## src/rtl/nes_pkg.sv

```systemverilog
// rtl/nes_pkg.sv - shared types, button indices and timing helper for the pad scanner
package nes_pkg;

  typedef enum logic [2:0] {
    ST_IDLE,
    ST_LATCH,
    ST_LOW,
    ST_HIGH,
    ST_DONE
  } state_t;

  localparam int BTN_A      = 0;
  localparam int BTN_B      = 1;
  localparam int BTN_SELECT = 2;
  localparam int BTN_START  = 3;
  localparam int BTN_UP     = 4;
  localparam int BTN_DOWN   = 5;
  localparam int BTN_LEFT   = 6;
  localparam int BTN_RIGHT  = 7;
  localparam int BTN_SNES_A = 8;
  localparam int BTN_SNES_X = 9;
  localparam int BTN_SNES_L = 10;
  localparam int BTN_SNES_R = 11;

  // Busy cycles of one frame: latch, NUM_BITS+1 low phases, NUM_BITS high phases, commit.
  function automatic int frame_cycles(input int num_bits, input int half_period);
    return 2 * half_period + (num_bits + 1) * half_period + num_bits * half_period + 1;
  endfunction

endpackage

```

## src/rtl/nes_pad_channel.sv

```systemverilog
// rtl/nes_pad_channel.sv - one pad's deserialiser, presence flag, held buttons and edge strobes
module nes_pad_channel
  import nes_pkg::*;
#(
  parameter int NUM_BITS = 8,
  parameter int IDX_W    = 4
) (
  input  logic                clk,
  input  logic                reset,
  input  logic                i_data,
  input  logic                i_sample_en,
  input  logic [IDX_W-1:0]    i_bit_idx,
  input  logic                i_commit,
  output logic [NUM_BITS-1:0] o_buttons,
  output logic                o_connected,
  output logic [NUM_BITS-1:0] o_pressed,
  output logic [NUM_BITS-1:0] o_released
);

  logic [NUM_BITS-1:0] r_shift;
  logic                r_presence;
  logic [NUM_BITS-1:0] r_buttons;
  logic                r_connected;
  logic [NUM_BITS-1:0] r_pressed;
  logic [NUM_BITS-1:0] r_released;
  logic [NUM_BITS-1:0] w_new;

  // A pad that did not answer the presence bit reports nothing pressed.
  assign w_new = r_presence ? r_shift : '0;

  always_ff @(posedge clk or posedge reset) begin
    if (reset) begin
      r_shift    <= '0;
      r_presence <= 1'b0;
    end else if (i_sample_en) begin
      if (i_bit_idx == IDX_W'(NUM_BITS)) begin
        r_presence <= ~i_data;
      end
      for (int b = 0; b < NUM_BITS; b++) begin
        if (i_bit_idx == IDX_W'(b)) begin
          r_shift[b] <= ~i_data;
        end
      end
    end
  end

  always_ff @(posedge clk or posedge reset) begin
    if (reset) begin
      r_buttons   <= '0;
      r_connected <= 1'b0;
      r_pressed   <= '0;
      r_released  <= '0;
    end else begin
      r_pressed  <= '0;
      r_released <= '0;
      if (i_commit) begin
        r_buttons   <= w_new;
        r_connected <= r_presence;
        r_pressed   <= w_new & ~r_buttons;
        r_released  <= ~w_new & r_buttons;
      end
    end
  end

  assign o_buttons   = r_buttons;
  assign o_connected = r_connected;
  assign o_pressed   = r_pressed;
  assign o_released  = r_released;

endmodule

```

## src/rtl/nes_pad_scanner.sv

```systemverilog
// rtl/nes_pad_scanner.sv - lock-step NES/SNES pad poller: poll timer, pad FSM and per-pad channels
module nes_pad_scanner
  import nes_pkg::*;
#(
  parameter int NUM_PADS    = 2,
  parameter int NUM_BITS    = 8,
  parameter int HALF_PERIOD = 150,
  parameter int POLL_CYCLES = 416667
) (
  input  logic                         clk,
  input  logic                         reset,
  input  logic                         enable,
  input  logic [NUM_PADS-1:0]          pad_data,
  output logic [NUM_PADS-1:0]          pad_clk,
  output logic [NUM_PADS-1:0]          pad_latch,
  output logic [NUM_PADS*NUM_BITS-1:0] buttons,
  output logic [NUM_PADS-1:0]          connected,
  output logic [NUM_PADS*NUM_BITS-1:0] pressed,
  output logic [NUM_PADS*NUM_BITS-1:0] released,
  output logic                         frame_valid,
  output logic                         busy
);

  localparam int PW = (POLL_CYCLES > 1) ? $clog2(POLL_CYCLES) : 1;
  localparam int TW = $clog2(2 * HALF_PERIOD + 1);
  localparam int BW = $clog2(NUM_BITS + 1);
  localparam logic [TW-1:0] LATCH_LAST = TW'(2 * HALF_PERIOD - 1);
  localparam logic [TW-1:0] HALF_LAST  = TW'(HALF_PERIOD - 1);

  state_t        r_state;
  state_t        w_next_state;
  logic [PW-1:0] r_poll;
  logic          w_tick;
  logic [TW-1:0] r_timer;
  logic          w_timer_done;
  logic [BW-1:0] r_bit;
  logic          w_last_bit;
  logic          w_sample_en;
  logic          w_commit;
  logic          r_pad_latch;
  logic          r_pad_clk;
  logic          r_busy;
  logic          r_frame_valid;

  always_ff @(posedge clk or posedge reset) begin
    if (reset) begin
      r_poll <= '0;
    end else if (r_poll == PW'(POLL_CYCLES - 1)) begin
      r_poll <= '0;
    end else begin
      r_poll <= r_poll + PW'(1);
    end
  end

  assign w_tick       = (r_poll == '0);
  assign w_timer_done = (r_timer == '0);
  assign w_last_bit   = (r_bit == BW'(NUM_BITS));

  always_ff @(posedge clk or posedge reset) begin
    if (reset) begin
      r_state <= ST_IDLE;
    end else begin
      r_state <= w_next_state;
    end
  end

  // Ticks outside IDLE are simply ignored, so an overlong frame never gets cut short.
  always_comb begin
    w_next_state = r_state;
    w_sample_en  = 1'b0;
    w_commit     = 1'b0;
    case (r_state)
      ST_IDLE: begin
        if (w_tick && enable) begin
          w_next_state = ST_LATCH;
        end
      end
      ST_LATCH: begin
        if (w_timer_done) begin
          w_next_state = ST_LOW;
        end
      end
      ST_LOW: begin
        if (w_timer_done) begin
          w_sample_en  = 1'b1;
          w_next_state = w_last_bit ? ST_DONE : ST_HIGH;
        end
      end
      ST_HIGH: begin
        if (w_timer_done) begin
          w_next_state = ST_LOW;
        end
      end
      ST_DONE: begin
        w_commit     = 1'b1;
        w_next_state = ST_IDLE;
      end
      default: begin
        w_next_state = ST_IDLE;
      end
    endcase
  end

  // Pad lines are decoded from the next state so they are glitch-free and aligned with r_state.
  always_ff @(posedge clk or posedge reset) begin
    if (reset) begin
      r_timer       <= '0;
      r_bit         <= '0;
      r_pad_latch   <= 1'b0;
      r_pad_clk     <= 1'b0;
      r_busy        <= 1'b0;
      r_frame_valid <= 1'b0;
    end else begin
      if (w_next_state != r_state) begin
        r_timer <= (w_next_state == ST_LATCH) ? LATCH_LAST : HALF_LAST;
      end else if (!w_timer_done) begin
        r_timer <= r_timer - TW'(1);
      end
      if (r_state == ST_LATCH) begin
        r_bit <= '0;
      end else if (r_state == ST_HIGH && w_timer_done) begin
        r_bit <= r_bit + BW'(1);
      end
      r_pad_latch   <= (w_next_state == ST_LATCH);
      r_pad_clk     <= (w_next_state == ST_HIGH);
      r_busy        <= (w_next_state != ST_IDLE);
      r_frame_valid <= w_commit;
    end
  end

  assign pad_latch   = {NUM_PADS{r_pad_latch}};
  assign pad_clk     = {NUM_PADS{r_pad_clk}};
  assign busy        = r_busy;
  assign frame_valid = r_frame_valid;

  for (genvar p = 0; p < NUM_PADS; p++) begin : g_pad
    nes_pad_channel #(
      .NUM_BITS (NUM_BITS),
      .IDX_W    (BW)
    ) u_channel (
      .clk         (clk),
      .reset       (reset),
      .i_data      (pad_data[p]),
      .i_sample_en (w_sample_en),
      .i_bit_idx   (r_bit),
      .i_commit    (w_commit),
      .o_buttons   (buttons[p*NUM_BITS +: NUM_BITS]),
      .o_connected (connected[p]),
      .o_pressed   (pressed[p*NUM_BITS +: NUM_BITS]),
      .o_released  (released[p*NUM_BITS +: NUM_BITS])
    );
  end

endmodule
```

## config.mk

```make
export PLATFORM = sky130hd
export DESIGN_NAME = nes_pad_scanner
export DESIGN_NICKNAME = d
export VERILOG_FILES = /design/src/rtl/nes_pkg.sv /design/src/rtl/nes_pad_channel.sv /design/src/rtl/nes_pad_scanner.sv
export SDC_FILE = /design/constraint.sdc
export NUM_CORES = 1
export LEC_CHECK = 0
export CAP_MARGIN = 20
export CORE_ASPECT_RATIO = 0.75
export CORE_MARGIN = 5
export CORE_UTILIZATION = 30
export CTS_CLUSTER_DIAMETER = 40
export DETAILED_ROUTE_END_ITERATION = 7
export MAX_ROUTING_LAYER = met4
export SYNTH_ARGS = -nofsm -noshare
export SYNTH_HDL_FRONTEND = slang
export SYNTH_SLANG_ARGS = --single-unit
```

## constraint.sdc

```tcl
create_clock -name clk -period 7 [get_ports clk]
set_input_delay 1.4 -clock clk [delete_from_list [all_inputs] [get_ports clk]]
set_output_delay 1.4 -clock clk [all_outputs]
set_load 0.01 [all_outputs]
```

==> impl_metrics.csv <==
group,metric,value,unit
timing,final.min_clock_period,2.72,ns
synthesis,synth_seq_cells,107,
placed_design,finalWeightedCongestion,0.797,
global_routing,grt_max_degree,55,
layout,antennaDiodeCount,0,
synthesis,ys_seq_area_share,58.5,%
power_and_ir_drop,power_per_cell_area,202,nW/um^2
critical_path,crit_arrival,1.32,ns
power_and_ir_drop,power_report.internal_total,885,uW
cts,postCtsResizedCells,0,
power_and_ir_drop,switching_power,253,uW
layout,finalNetCount,493,
synthesis,netlist-cell-type-count,48,
flow_run,maxCapViolCount,0,
power_and_ir_drop,cellLeakagePower,2.65,nW
global_routing,globalRouteOverflowTotal,0,
placed_design,hpwlAfterDp,7.08,mm
cts,insertion_delay,0.35,ns
critical_path,regToRegSetupSlack,4.51,ns
placed_design,io_port_bufs,60,
cts,cts.root.buffer_cell,"sky130_fd_sc_hd__clkbuf_16",
timing,hold_viol_final,0,
floorplan,std_cell_rows,39,
floorplan,start_util,30.3,%
synthesis,synth_largest_area_cell,"sky130_fd_sc_hd__dfrtp_1",
power_and_ir_drop,pwr-share-seq,55.0,%
synthesis,netlist_area,4580,sq um
cts,cts_post_setup_buffers_inserted,0,
detailed_routing,drtAntennaViolNets,0,
critical_path,path_buf_inv,1,
timing,maxSlewViolCount,0,
synthesis,post-synth-top-count-cell,"sky130_fd_sc_hd__dfrtp_1",
run_status,status,"complete, no violations",
detailed_routing,wl_per_cell,14.4,um
critical_path,critPathSlowestCell,"sky130_fd_sc_hd__clkdlybuf4s50_1",
timing,setup_viol_count_final,0,
detailed_routing,drt_wl_total,9.90,mm
power_and_ir_drop,share_comb_of_total_power,2.2,%
timing,grt_setup_unrepaired,"no",
detailed_routing,detailed_routing_iteration_count_for_the_pre_antenna_repair_pass,4,
critical_path,critical_path_peak_fanout,4,
worst_hold_path,min-delay-path-class,"flop to flop",
synthesis,avgSynthCellArea,10.7,sq um
power_and_ir_drop,total_power,1.14,mW
detailed_routing,drt_iter0_drc,173,
floorplan,design.die.area,17900,sq um
critical_path,timing.critical_path.to_type,"output port",
synthesis,postSynthNetCount,441,
placed_design,placedCellCount,673,
timing,worst_slew_margin_rel,40.6,%
floorplan,core-area,15100,sq um
synthesis,netlist.area_leader.share,58.5,%
critical_path,worstSetupStartpointType,"flop",
global_routing,first_pass_grt_wire_length,16.8,mm
detailed_routing,drc,0,
cts,clock_tree.htree_level_count,3,
placed_design,dpl_worst_slack,3.89,ns
cts,clock_transition_at_the_register_clock_pins_on_the_worst_setup_and_hold_paths_after_cts,0.07,ns
floorplan,die_h,117,um
layout,fin_cells,689,
layout,flow.area_growth_from_synthesis,23.1,%
layout,fraction_of_layout_cells_with_a_size_suffix_above_1,5.79,%
floorplan,die-width,153,um
cts,numClockSinks,107,
critical_path,critPathKind,"flop to output port",
power_and_ir_drop,max-vdd-ir-drop,113,uV
timing,post_route_fraction_of_the_period_consumed_by_the_critical_path,38.9,%
timing,max_clock_freq,0.367,GHz
global_routing,grt_util_all_layers,11.9,%
timing,final_critical_path_setup_slack,4.28,ns
critical_path,crit_chain,"clkdlybuf4s50_1",
global_routing,antenna_found_initial,0,
critical_path,worst_ep_required_time,5.60,ns
cts,cts.path.max_buffers,2,
timing,worst-slew-pin-transition,0.883,ns
detailed_routing,route.vias.total,3191,
cts,cts_made_buffers,9,
synthesis,ys_dominant_reg_cell,"sky130_fd_sc_hd__dfrtp_1",
cts,postCtsHoldBufs,0,
synthesis,yosysWarnings,0,
synthesis,synth_enable_flop_cells,0,
cts,tritoncts,"done",
synthesis,synthTopCellsByCount,"107 x sky130_fd_sc_hd__dfrtp_1, 52 x sky130_fd_sc_hd__nand2_1, 31 x sky130_fd_sc_hd__inv_1",
timing,skew,0.0127,ns
synthesis,postSynth.asyncResetShare,100,%
power_and_ir_drop,power.switching_fraction,22.2,%
synthesis,synth_area_leaders,"sky130_fd_sc_hd__dfrtp_1 58%, sky130_fd_sc_hd__mux2i_1 4.4%, sky130_fd_sc_hd__nand2_1 4.3%",
synthesis,syn_inst,427,
timing,timing.setup.tns,0,ns
critical_path,crit_family,"buffers and inverters",
floorplan,design.portCount,61,
critical_path,crit_path_max_cell_delay,0.57,ns
detailed_routing,vias_per_cell,4.63,
global_routing,first_global_vias,3269,
power_and_ir_drop,clock_power_share,42.8,%
==> metal layers <==
metal	GRT usage [%]	wire length, um
met1	16.8	5030
met2	16.7	4350
met3	2.83	330
met4	4.63	187
met5	-	0
==> power groups by stage <==
stage / Combinational (mW) / Sequential [mW] / Clock [mW]
floorplan: 0.0189 / 0.636 / 0
global placement: 0.0254 / 0.638 / 0
detailed placement: 0.0264 / 0.638 / 0
CTS: 0.0265 / 0.626 / 0.508
global route: 0.0302 / 0.627 / 0.527
finish: 0.0251 / 0.626 / 0.487
==> stage by stage <==
step / utilization, % / hold WS [ns] / area (sq um)
2_1_floorplan: - / 0.448 / 4580
3_3_place_gp: 35.3 / 0.469 / 5350
3_5_place_dp: 35.3 / 0.475 / 5350
4_1_cts: 37.3 / 0.485 / 5640
5_1_grt: 37.3 / 0.503 / 5640
6_report: 37.3 / 0.480 / 5640
==> logic make-up after synthesis <==
kind of cell | synth area share [%]
AND/OR/NAND/NOR | 21.0
flip-flops | 58.5
buffers and inverters | 4.89
AO/OA/AOI/OAI | 5.14
multiplexers | 4.62
XOR/XNOR | 3.44
adder cells (fa/ha/maj) | 2.46
==> worst paths after layout <==
path                                                    to  depth (start not counted)                       startpoint
max                                            buttons[11]                          1  g_pad[1].u_channel.o_buttons[3]
min                        g_pad[1].u_channel.o_pressed[5]                          1  g_pad[1].u_channel.o_buttons[5]
max in group asynchronous  g_pad[0].u_channel.o_buttons[4]                          3                            reset
max reg2reg                g_pad[1].u_channel.o_pressed[0]                          6                       r_state[1]
min in group asynchronous  g_pad[1].u_channel.o_pressed[6]                          2                            reset
min reg2reg                g_pad[1].u_channel.o_pressed[5]                          1  g_pad[1].u_channel.o_buttons[5]
==> registers in the layout, summed over array words and instances (netlist names), 3 cells and up <==
register	count
g_pad.u_channel.o_buttons	16
g_pad.u_channel.o_pressed	16
g_pad.u_channel.o_released	16
g_pad.u_channel.r_shift	16
r_bit	4
r_poll	19
r_state	3
r_timer	9
==> layout make-up <==
type | instances | area [sq um]
Fill cell | 1505 | 9490
Sequential cell | 107 | 2680
Timing Repair Buffer | 62 | 616
Tap cell | 205 | 256
Clock inverter | 5 | 47.5
Clock buffer | 11 | 243
Multi-Input combinational cell | 268 | 1680
Inverter | 31 | 119
==> placed cells by master, fill, tap and decap left out, types with 7 or more instances in the layout <==
| cell type | netlist | layout |
|---|---|---|
| sky130_fd_sc_hd__o21ai_0 | 19 | 19 |
| sky130_fd_sc_hd__nor2_1 | 23 | 23 |
| sky130_fd_sc_hd__nand3_1 | 20 | 20 |
| sky130_fd_sc_hd__dfrtp_1 | 107 | 107 |
| sky130_fd_sc_hd__nand2_1 | 52 | 52 |
| sky130_fd_sc_hd__a21oi_1 | 8 | 8 |
| sky130_fd_sc_hd__clkdlybuf4s50_1 | 0 | 60 |
| sky130_fd_sc_hd__ha_1 | 9 | 9 |
| sky130_fd_sc_hd__clkbuf_16 | 0 | 9 |
| sky130_fd_sc_hd__xnor2_1 | 12 | 12 |
| sky130_fd_sc_hd__nand4_1 | 7 | 7 |
| sky130_fd_sc_hd__inv_1 | 31 | 30 |
| sky130_fd_sc_hd__and3_1 | 18 | 18 |
| sky130_fd_sc_hd__nor3_1 | 22 | 22 |
| sky130_fd_sc_hd__mux2i_1 | 20 | 20 |
Note: power is estimated with default switching activity, not from simulation.
